[src/rtl/div_pkg.sv]
// Shared types and constants for the sequential divider.
// Latency: n/a (types only).
// Backpressure: n/a.
package div_pkg;

  localparam int DIV_WIDTH = 8;

  typedef enum logic [1:0] {
    IDLE,
    RUN,
    DONE
  } state_t;

  // Width of a counter that must hold 0..value-1 (never less than one bit).
  function automatic int clog2(input int value);
    int w;
    w = 0;
    for (int i = 0; i < 32; i++) begin
      if ((1 << w) < value) w = w + 1;
    end
    return (w < 1) ? 1 : w;
  endfunction

endpackage

[src/rtl/div_step.sv]
// One restoring-division step: trial subtract of D from the shifted partial remainder.
// Latency: combinational.
// Backpressure: none; pure function of its inputs.
module div_step #(
  parameter int WIDTH = 8
) (
  input  logic [WIDTH:0]   i_r_shift,
  input  logic [WIDTH-1:0] i_d,
  output logic [WIDTH:0]   o_r_next,
  output logic             o_carry
);

  logic [WIDTH:0]   w_d_inv;
  logic [WIDTH+1:0] w_sum;

  // Subtraction built as an add of the inverted operand with carry-in of one;
  // the carry-out is the no-borrow flag (R_shifted >= D) and doubles as the
  // quotient bit for this step.
  assign w_d_inv  = ~{1'b0, i_d};
  assign w_sum    = {1'b0, i_r_shift} + {1'b0, w_d_inv} + {{(WIDTH+1){1'b0}}, 1'b1};
  assign o_carry  = w_sum[WIDTH+1];

  // Restore (keep the shifted remainder) when the trial subtract borrowed.
  assign o_r_next = o_carry ? w_sum[WIDTH:0] : i_r_shift;

endmodule

[src/rtl/seq_divider.sv]
// Iterative unsigned restoring divider, one shift/trial-subtract per clock.
// Latency: WIDTH cycles from accepted start to done (1 cycle for divide by zero).
// Backpressure: start is accepted only in IDLE; requests while busy/done are dropped.
module seq_divider
  import div_pkg::*;
#(
  parameter int WIDTH = DIV_WIDTH
) (
  input  logic             clk,
  input  logic             rst_n,
  input  logic             i_start,
  input  logic [WIDTH-1:0] i_dividend,
  input  logic [WIDTH-1:0] i_divisor,
  output logic             o_busy,
  output logic             o_done,
  output logic [WIDTH-1:0] o_quotient,
  output logic [WIDTH-1:0] o_remainder,
  output logic             o_div_by_zero
);

  localparam int              CNT_W = clog2(WIDTH);
  localparam logic [CNT_W-1:0] LAST = CNT_W'(WIDTH - 1);

  state_t           r_state;
  state_t           w_state_nxt;
  logic [WIDTH:0]   r_r;
  logic [WIDTH-1:0] r_q;
  logic [WIDTH-1:0] r_d;
  logic [CNT_W-1:0] r_cnt;
  logic             r_busy;
  logic             r_done;
  logic [WIDTH-1:0] r_quotient;
  logic [WIDTH-1:0] r_remainder;
  logic             r_div_by_zero;

  logic [WIDTH:0]   w_r_shift;
  logic [WIDTH:0]   w_r_next;
  logic             w_carry;
  logic [WIDTH-1:0] w_q_next;

  // {R,Q} shifted left by one: the MSB of R falls off, Q's MSB enters R.
  assign w_r_shift = (r_r << 1) | {{WIDTH{1'b0}}, r_q[WIDTH-1]};
  assign w_q_next  = {r_q[WIDTH-2:0], w_carry};

  div_step #(
    .WIDTH(WIDTH)
  ) u_step (
    .i_r_shift(w_r_shift),
    .i_d      (r_d),
    .o_r_next (w_r_next),
    .o_carry  (w_carry)
  );

  // State register.
  always_ff @(posedge clk) begin
    if (!rst_n) r_state <= IDLE;
    else        r_state <= w_state_nxt;
  end

  // Next-state logic; a zero divisor skips RUN and reports immediately.
  always_comb begin
    w_state_nxt = r_state;
    case (r_state)
      IDLE:    if (i_start) w_state_nxt = (i_divisor == '0) ? DONE : RUN;
      RUN:     if (r_cnt == LAST) w_state_nxt = DONE;
      DONE:    w_state_nxt = IDLE;
      default: w_state_nxt = IDLE;
    endcase
  end

  // Datapath and registered status/result outputs.
  always_ff @(posedge clk) begin
    if (!rst_n) begin
      r_r           <= '0;
      r_q           <= '0;
      r_d           <= '0;
      r_cnt         <= '0;
      r_busy        <= 1'b0;
      r_done        <= 1'b0;
      r_quotient    <= '0;
      r_remainder   <= '0;
      r_div_by_zero <= 1'b0;
    end else begin
      r_busy <= (w_state_nxt == RUN);
      r_done <= (w_state_nxt == DONE);
      case (r_state)
        IDLE: begin
          if (i_start) begin
            if (i_divisor == '0) begin
              r_quotient    <= '1;
              r_remainder   <= i_dividend;
              r_div_by_zero <= 1'b1;
            end else begin
              r_d   <= i_divisor;
              r_q   <= i_dividend;
              r_r   <= '0;
              r_cnt <= '0;
            end
          end
        end
        RUN: begin
          r_r   <= w_r_next;
          r_q   <= w_q_next;
          r_cnt <= r_cnt + 1'b1;
          if (r_cnt == LAST) begin
            r_quotient    <= w_q_next;
            r_remainder   <= w_r_next[WIDTH-1:0];
            r_div_by_zero <= 1'b0;
          end
        end
        default: ;
      endcase
    end
  end

  assign o_busy        = r_busy;
  assign o_done        = r_done;
  assign o_quotient    = r_quotient;
  assign o_remainder   = r_remainder;
  assign o_div_by_zero = r_div_by_zero;

endmodule

[config.mk]
export PLATFORM = sky130hd
export DESIGN_NAME = seq_divider
export DESIGN_NICKNAME = d
export VERILOG_FILES = /design/src/rtl/div_pkg.sv /design/src/rtl/div_step.sv /design/src/rtl/seq_divider.sv
export SDC_FILE = /design/constraint.sdc
export NUM_CORES = 1
export LEC_CHECK = 0
export ABC_AREA = 1
export CORE_MARGIN = 2
export CORE_UTILIZATION = 45
export CTS_CLUSTER_SIZE = 30
export DETAILED_ROUTE_END_ITERATION = 12
export GPL_TIMING_DRIVEN = 0
export MAX_ROUTING_LAYER = met4
export PLACE_DENSITY_LB_ADDON = 0.15
export SYNTH_ARGS = -nofsm -noshare
export SYNTH_HDL_FRONTEND = slang
export SYNTH_SLANG_ARGS = --single-unit
[constraint.sdc]
create_clock -name clk -period 3.3 [get_ports clk]
set_input_delay 0.66 -clock clk [delete_from_list [all_inputs] [get_ports clk]]
set_output_delay 0.66 -clock clk [all_outputs]
set_load 0.005 [all_outputs]
=== Word-level counts from Yosys, hierarchy flattened ===
Index checks and enable logic that the tools add are counted.

* Output and inout port bits: 19
* Word-level logic and storage cells: 56
* Register bits after elaboration: 48
* Input port bits: 19

* Mux-type cells: 26
* Reduce and logical (&&, ||, !) cells: 6
* Bitwise gates (word level): 3
* $add $sub $neg: 3
* Equality and inequality tests: 8

{| class="wikitable"
|+ Operators by type and width
! operator !! count
|-
| 8-bit two-way mux || 11
|-
| 8-bit case mux with 2 select lines || 4
|-
| 10-bit by 1-bit adder with 10-bit output, second input constant || 1
|-
| 9-bit by 9-bit adder with 10-bit output || 1
|-
| 8-bit inverter with 9-bit output || 1
|-
| 9-bit by 1-bit bitwise OR with 9-bit output || 1
|-
| 8-bit zero test || 1
|-
| 2-bit inequality test, second input constant || 4
|-
| 2-bit two-way mux || 3
|-
| 3-bit two-way mux || 2
|-
| 3-bit case mux with 2 select lines || 1
|-
| 3-bit AND reduction || 2
|-
| 2-bit by 1-bit equality test with 1-bit output, second input constant || 2
|-
| 2-bit case mux with 2 select lines || 1
|-
| 4-bit AND reduction || 1
|-
| 3-bit by 1-bit adder with 3-bit output, second input constant || 1
|-
| 3-bit equality test, second input constant || 1
|-
| 1-bit two-way mux || 3
|-
| 2-bit equality test, second input constant || 1
|-
| 2-bit zero test || 1
|-
| 1-bit case mux with 2 select lines || 1
|-
| 2-bit nonzero test || 1
|-
| 1-bit inverter || 1
|}

=== Depth between registers and ports, before layout ===
* Depth after elaboration: 6
* Mapped depth: 13

=== Modules after synthesis ===
A second synthesis with hierarchy kept.

* Cells, all modules: 438
* Area total of the unflattened synthesis: 2917.8 um2

{| class="wikitable"
|+ By module, submodules not included
! module !! area each (um2) !! instances !! cells an instance
|-
| seq_divider || 2239.6 || 1 || 313
|-
| div_step || 678.2 || 1 || 125
|}

=== Worst setup path before layout ===
Ideal clock, no wire load.

* Kind: input to register
* Start: input i_divisor[6]
* End: register r_remainder[7] (netlist: o_remainder[7])
* Library setup time: 109 ps
* Setup slack: 1677 ps
* Data required time: 3191 ps
* Stages: 10
* Data arrival time: 1514 ps
* Cells stage by stage: nor2_1 -> nand2_1 -> nor2_4 -> nand2_2 -> nand2_8 -> inv_4 -> a21oi_2 -> nand3_1 -> nand2_1 -> inv_1

* Longest elaborated chain between the ends: 3

{| class="wikitable"
|+ RTL lines
! what !! RTL line !! text
|-
| start: declaration || seq_divider.sv:13 || <nowiki>input logic [WIDTH-1:0] i_divisor,</nowiki>
|-
| 8-bit zero test || seq_divider.sv:89 || <nowiki>if (i_divisor == '0) begin</nowiki>
|-
| 2-bit inequality test (no line) || - ||
|-
| 4-bit AND reduction (no line) || - ||
|-
| end signal: assignment || seq_divider.sv:91 || <nowiki>r_remainder <= i_dividend;</nowiki>
|-
| end signal: assignment || seq_divider.sv:107 || <nowiki>r_remainder <= w_r_next[WIDTH-1:0];</nowiki>
|-
| end: declaration || seq_divider.sv:33 || <nowiki>logic [WIDTH-1:0] r_remainder;</nowiki>
|}

No other way between the ends.
A chain may end at the register's enable or synchronous reset.

=== Worst setup path after layout ===
* Start: input i_divisor[4]
* End: register r_d[0]

* Longest elaborated chain between the ends: 3

{| class="wikitable"
|+ RTL lines
! what !! RTL line !! text
|-
| 8-bit zero test || seq_divider.sv:89 ||
|-
| 1-bit inverter (no line) || - ||
|-
| 3-bit AND reduction (no line) || - ||
|-
| end signal: assignment || seq_divider.sv:94 || <nowiki>r_d <= i_divisor;</nowiki>
|-
| end: declaration || seq_divider.sv:28 || <nowiki>logic [WIDTH-1:0] r_d;</nowiki>
|}

No other way between the ends.

==> out/results.ini <==
[outcome]
outcome=finished, final reports clean

[route]
routedWlPerCell_um=13.4
vias=2318
wirelength_um=6100
via_per_inst=5.11
drc=0
dr.pass1.iters=4
dr.first_iter.drc_count=171
antenna_left=0

[clock_tree]
clockBufferDepth=2
root_buffer=clkbuf_8
numCtsBuffers=5
clk_latency_ns=0.30
cts_tree=done
cts.clk_slew.worst_paths_ns=0.09
cts.sinks=48
hold_buffers=0
ctsResizeCount=0
cts-htree-levels=2
cts_setup_buffers=0

[setup_path]
critPathBufInv=2
path_class=primary input to register
slowest_stage=o21ai_2
cp.arrival_ns=2.34
worstPathMaxFanout=10
cpMostUsedCell=nor2_1
critical_path.cell_chain=clkdlybuf4s50_1, nor2_1, nand2_1, o21ai_2, buf_2, o21ai_1, nor2_1
critical-path-top-delay-family=buffers and inverters
critPathCaptureType=register
cp.required_ns=3.55
cp-start-kind=primary input
critPathMaxStageDelay_ns=0.43

[yosys]
yosys_warnings=0
synth_edf_count=0
synth_area_um2=2590
synthArstFlopShare_pct=0
synth-seq-cells=48
synthDistinctLibCells=38
yosysTopAreaCellShare_pct=37.1
yosysSeqAreaShare_pct=37.1
synth_cells=338
avgSynthCellArea_um2=7.66
synth.largest_area_cell=dfxtp_1
ys_top_cells_by_area=dfxtp_1, nand2_1, inv_1
synth-main-ff-cell=dfxtp_1
syn_nets=368

[final_layout]
fin_nets=411
antenna_cells=0
drive_above_1_share_pct=13.6
fillCellCount=546
area_growth_pct=21.7

[floorplanning]
die_w_um=79.8
ios=38
rows=27
start_util_pct=46.7
die-area_um2=6380
die_h_um=79.8
core_area_um2=5540

[grt]
antenna_found_initial=0
grt_pass1_wl_um=10300
grt_pass1_vias=2152
overflow=0
grt_max_degree=16
grtUsageTotal_pct=21.4

[worst_hold_path]
hp-class=register to register

[timing]
finalMaxSlewViolations=0
rsz0062_at_grt=false
min_period_over_period_pct=63.5
worst_slew_pin_slew_ns=0.484
finalSetupViolCount=0
final.setup.tns_ns=0
setup_ws_ns=1.21
hold_slack_ns=0.467
final.setup_skew_ns=0.00701
final-hold-violation-count=0
max_slew_margin_pct=67.7
fmax_ghz=0.477
final.min_clock_period_ns=2.09

[pwr]
cellPowerDensity_nw_per_um2=441
p_leak_nw=1.52
ir_worst_vdd_mv=0.234

[run]
cap_violations=0

[placed_design]
port_buffers=36
post-place-ws_ns=0.905
globalplace.congestion=0.841
hpwl_um=4600

## area by class of cell
class | instances | area (µm²) | area share, %
tap | 72 | 90.1 | 2.86
multi-input combinational | 220 | 1330 | 42.3
buffer | 10 | 61.3 | 1.95
timing repair buffer | 36 | 360 | 11.4
clock buffer | 5 | 68.8 | 2.18
sequential | 48 | 961 | 30.5
clock inverter | 3 | 42.5 | 1.35
inverter | 60 | 235 | 7.47
## path summary, 6_finish.rpt
kind	endpoint	slack (ns)	cells past startpoint	start
max	r_d[0]$_SDFFE_PN0P_	1.21	7	i_divisor[4]
min	r_d[7]$_SDFFE_PN0P_	0.47	2	r_d[7]$_SDFFE_PN0P_
max reg2reg	o_remainder[7]$_SDFFE_PN0P_	1.43	10	r_r[1]$_SDFFE_PN0P_
min reg2reg	r_d[7]$_SDFFE_PN0P_	0.47	2	r_d[7]$_SDFFE_PN0P_
## worst register-to-register path, stage by stage (launching register included)
cell	delay, ns
dfxtp_1	0.36
ha_1	0.35
or2_1	0.27
nand3_2	0.10
nand2_2	0.07
nand2_4	0.12
nand2_4	0.14
nand3_2	0.12
nand3_1	0.12
nand2_1	0.08
inv_1	0.04
## power by group
group	switching, mW	internal [mW]	total (mW)
clock	0.209	0.225	0.433
sequential	0.0188	0.606	0.625
combinational	0.209	0.121	0.330
## routing by layer
layer | routed length (µm) | track usage, % | vias to the layer above
met4 | 54 | 5.08 | 0
met5 | 0 | - | -
met2 | 2760 | 32.8 | 55
met1 | 2990 | 29.3 | 1066
li1 | - | - | 1190
met3 | 281 | 4.07 | 7
## stage by stage
step	instances	total power [mW]	util (%)	area, µm²
6_report	454	1.39	56.9	3150
5_1_grt	454	1.46	56.9	3150
4_1_cts	454	1.39	56.9	3150
3_5_place_dp	446	0.966	54.9	3040
3_3_place_gp	446	0.962	54.9	3040
2_1_floorplan	338	0.879	-	2590
## state kept, by name, summed over array words and instances (netlist names)
| register | flops |
|---|---|
| o_done | 1 |
| o_busy | 1 |
| r_cnt | 3 |
| r_state | 2 |
| r_q | 8 |
| o_remainder | 8 |
| r_r | 8 |
| r_d | 8 |
| o_div_by_zero | 1 |
| o_quotient | 8 |
## cell usage after synthesis (3+ instances only)
cell,instances
o21ai_1,4
o221ai_1,7
nand3_1,22
ha_1,10
a21oi_2,8
nand3_2,8
inv_2,3
nor2_1,16
a21oi_1,21
nand2_1,68
nand4_1,9
buf_2,4
dfxtp_1,48
clkbuf_1,3
o21ai_0,22
inv_1,52
## logic make-up (layout without fill, tap and decap cells)
family          after synthesis  after routing  share of synthesized area [%]
xor+xnor                      3              3                           1.02
simple gates                139            139                           28.9
compound gates               67             67                           16.0
fa+ha+maj                    11             11                           5.61
buf+inv                      70            114                           11.5
flops                        48             48                           37.1
## cell usage in the layout, fill, tap and decap left out, types with 2 or more instances in the layout
| cell type | Yosys | final |
|---|---|---|
| clkbuf_1 | 3 | 3 |
| a22oi_1 | 2 | 2 |
| o21ai_1 | 4 | 4 |
| inv_1 | 52 | 52 |
| clkinv_1 | 2 | 2 |
| nand2_2 | 2 | 2 |
| inv_4 | 2 | 2 |
| buf_6 | 2 | 2 |
| nor2_1 | 16 | 16 |
| clkbuf_8 | 0 | 5 |
| ha_1 | 10 | 10 |
| nand4_1 | 9 | 9 |
| nand3_1 | 22 | 22 |
| dfxtp_1 | 48 | 48 |
| nand2_1 | 68 | 68 |
| nor3_2 | 2 | 2 |
| o221ai_1 | 7 | 7 |
| xnor2_1 | 2 | 2 |
| a21oi_1 | 21 | 21 |
| or2_1 | 2 | 2 |
| a21oi_2 | 8 | 8 |
| nand2_4 | 2 | 2 |
| nand2_8 | 2 | 2 |
| buf_2 | 4 | 4 |
| nand3_2 | 8 | 8 |
| clkdlybuf4s50_1 | 0 | 36 |
| nor2_4 | 2 | 2 |
| o21ai_0 | 22 | 22 |
| inv_2 | 3 | 3 |
No activity file was read; power rests on OpenSTA's default activity.
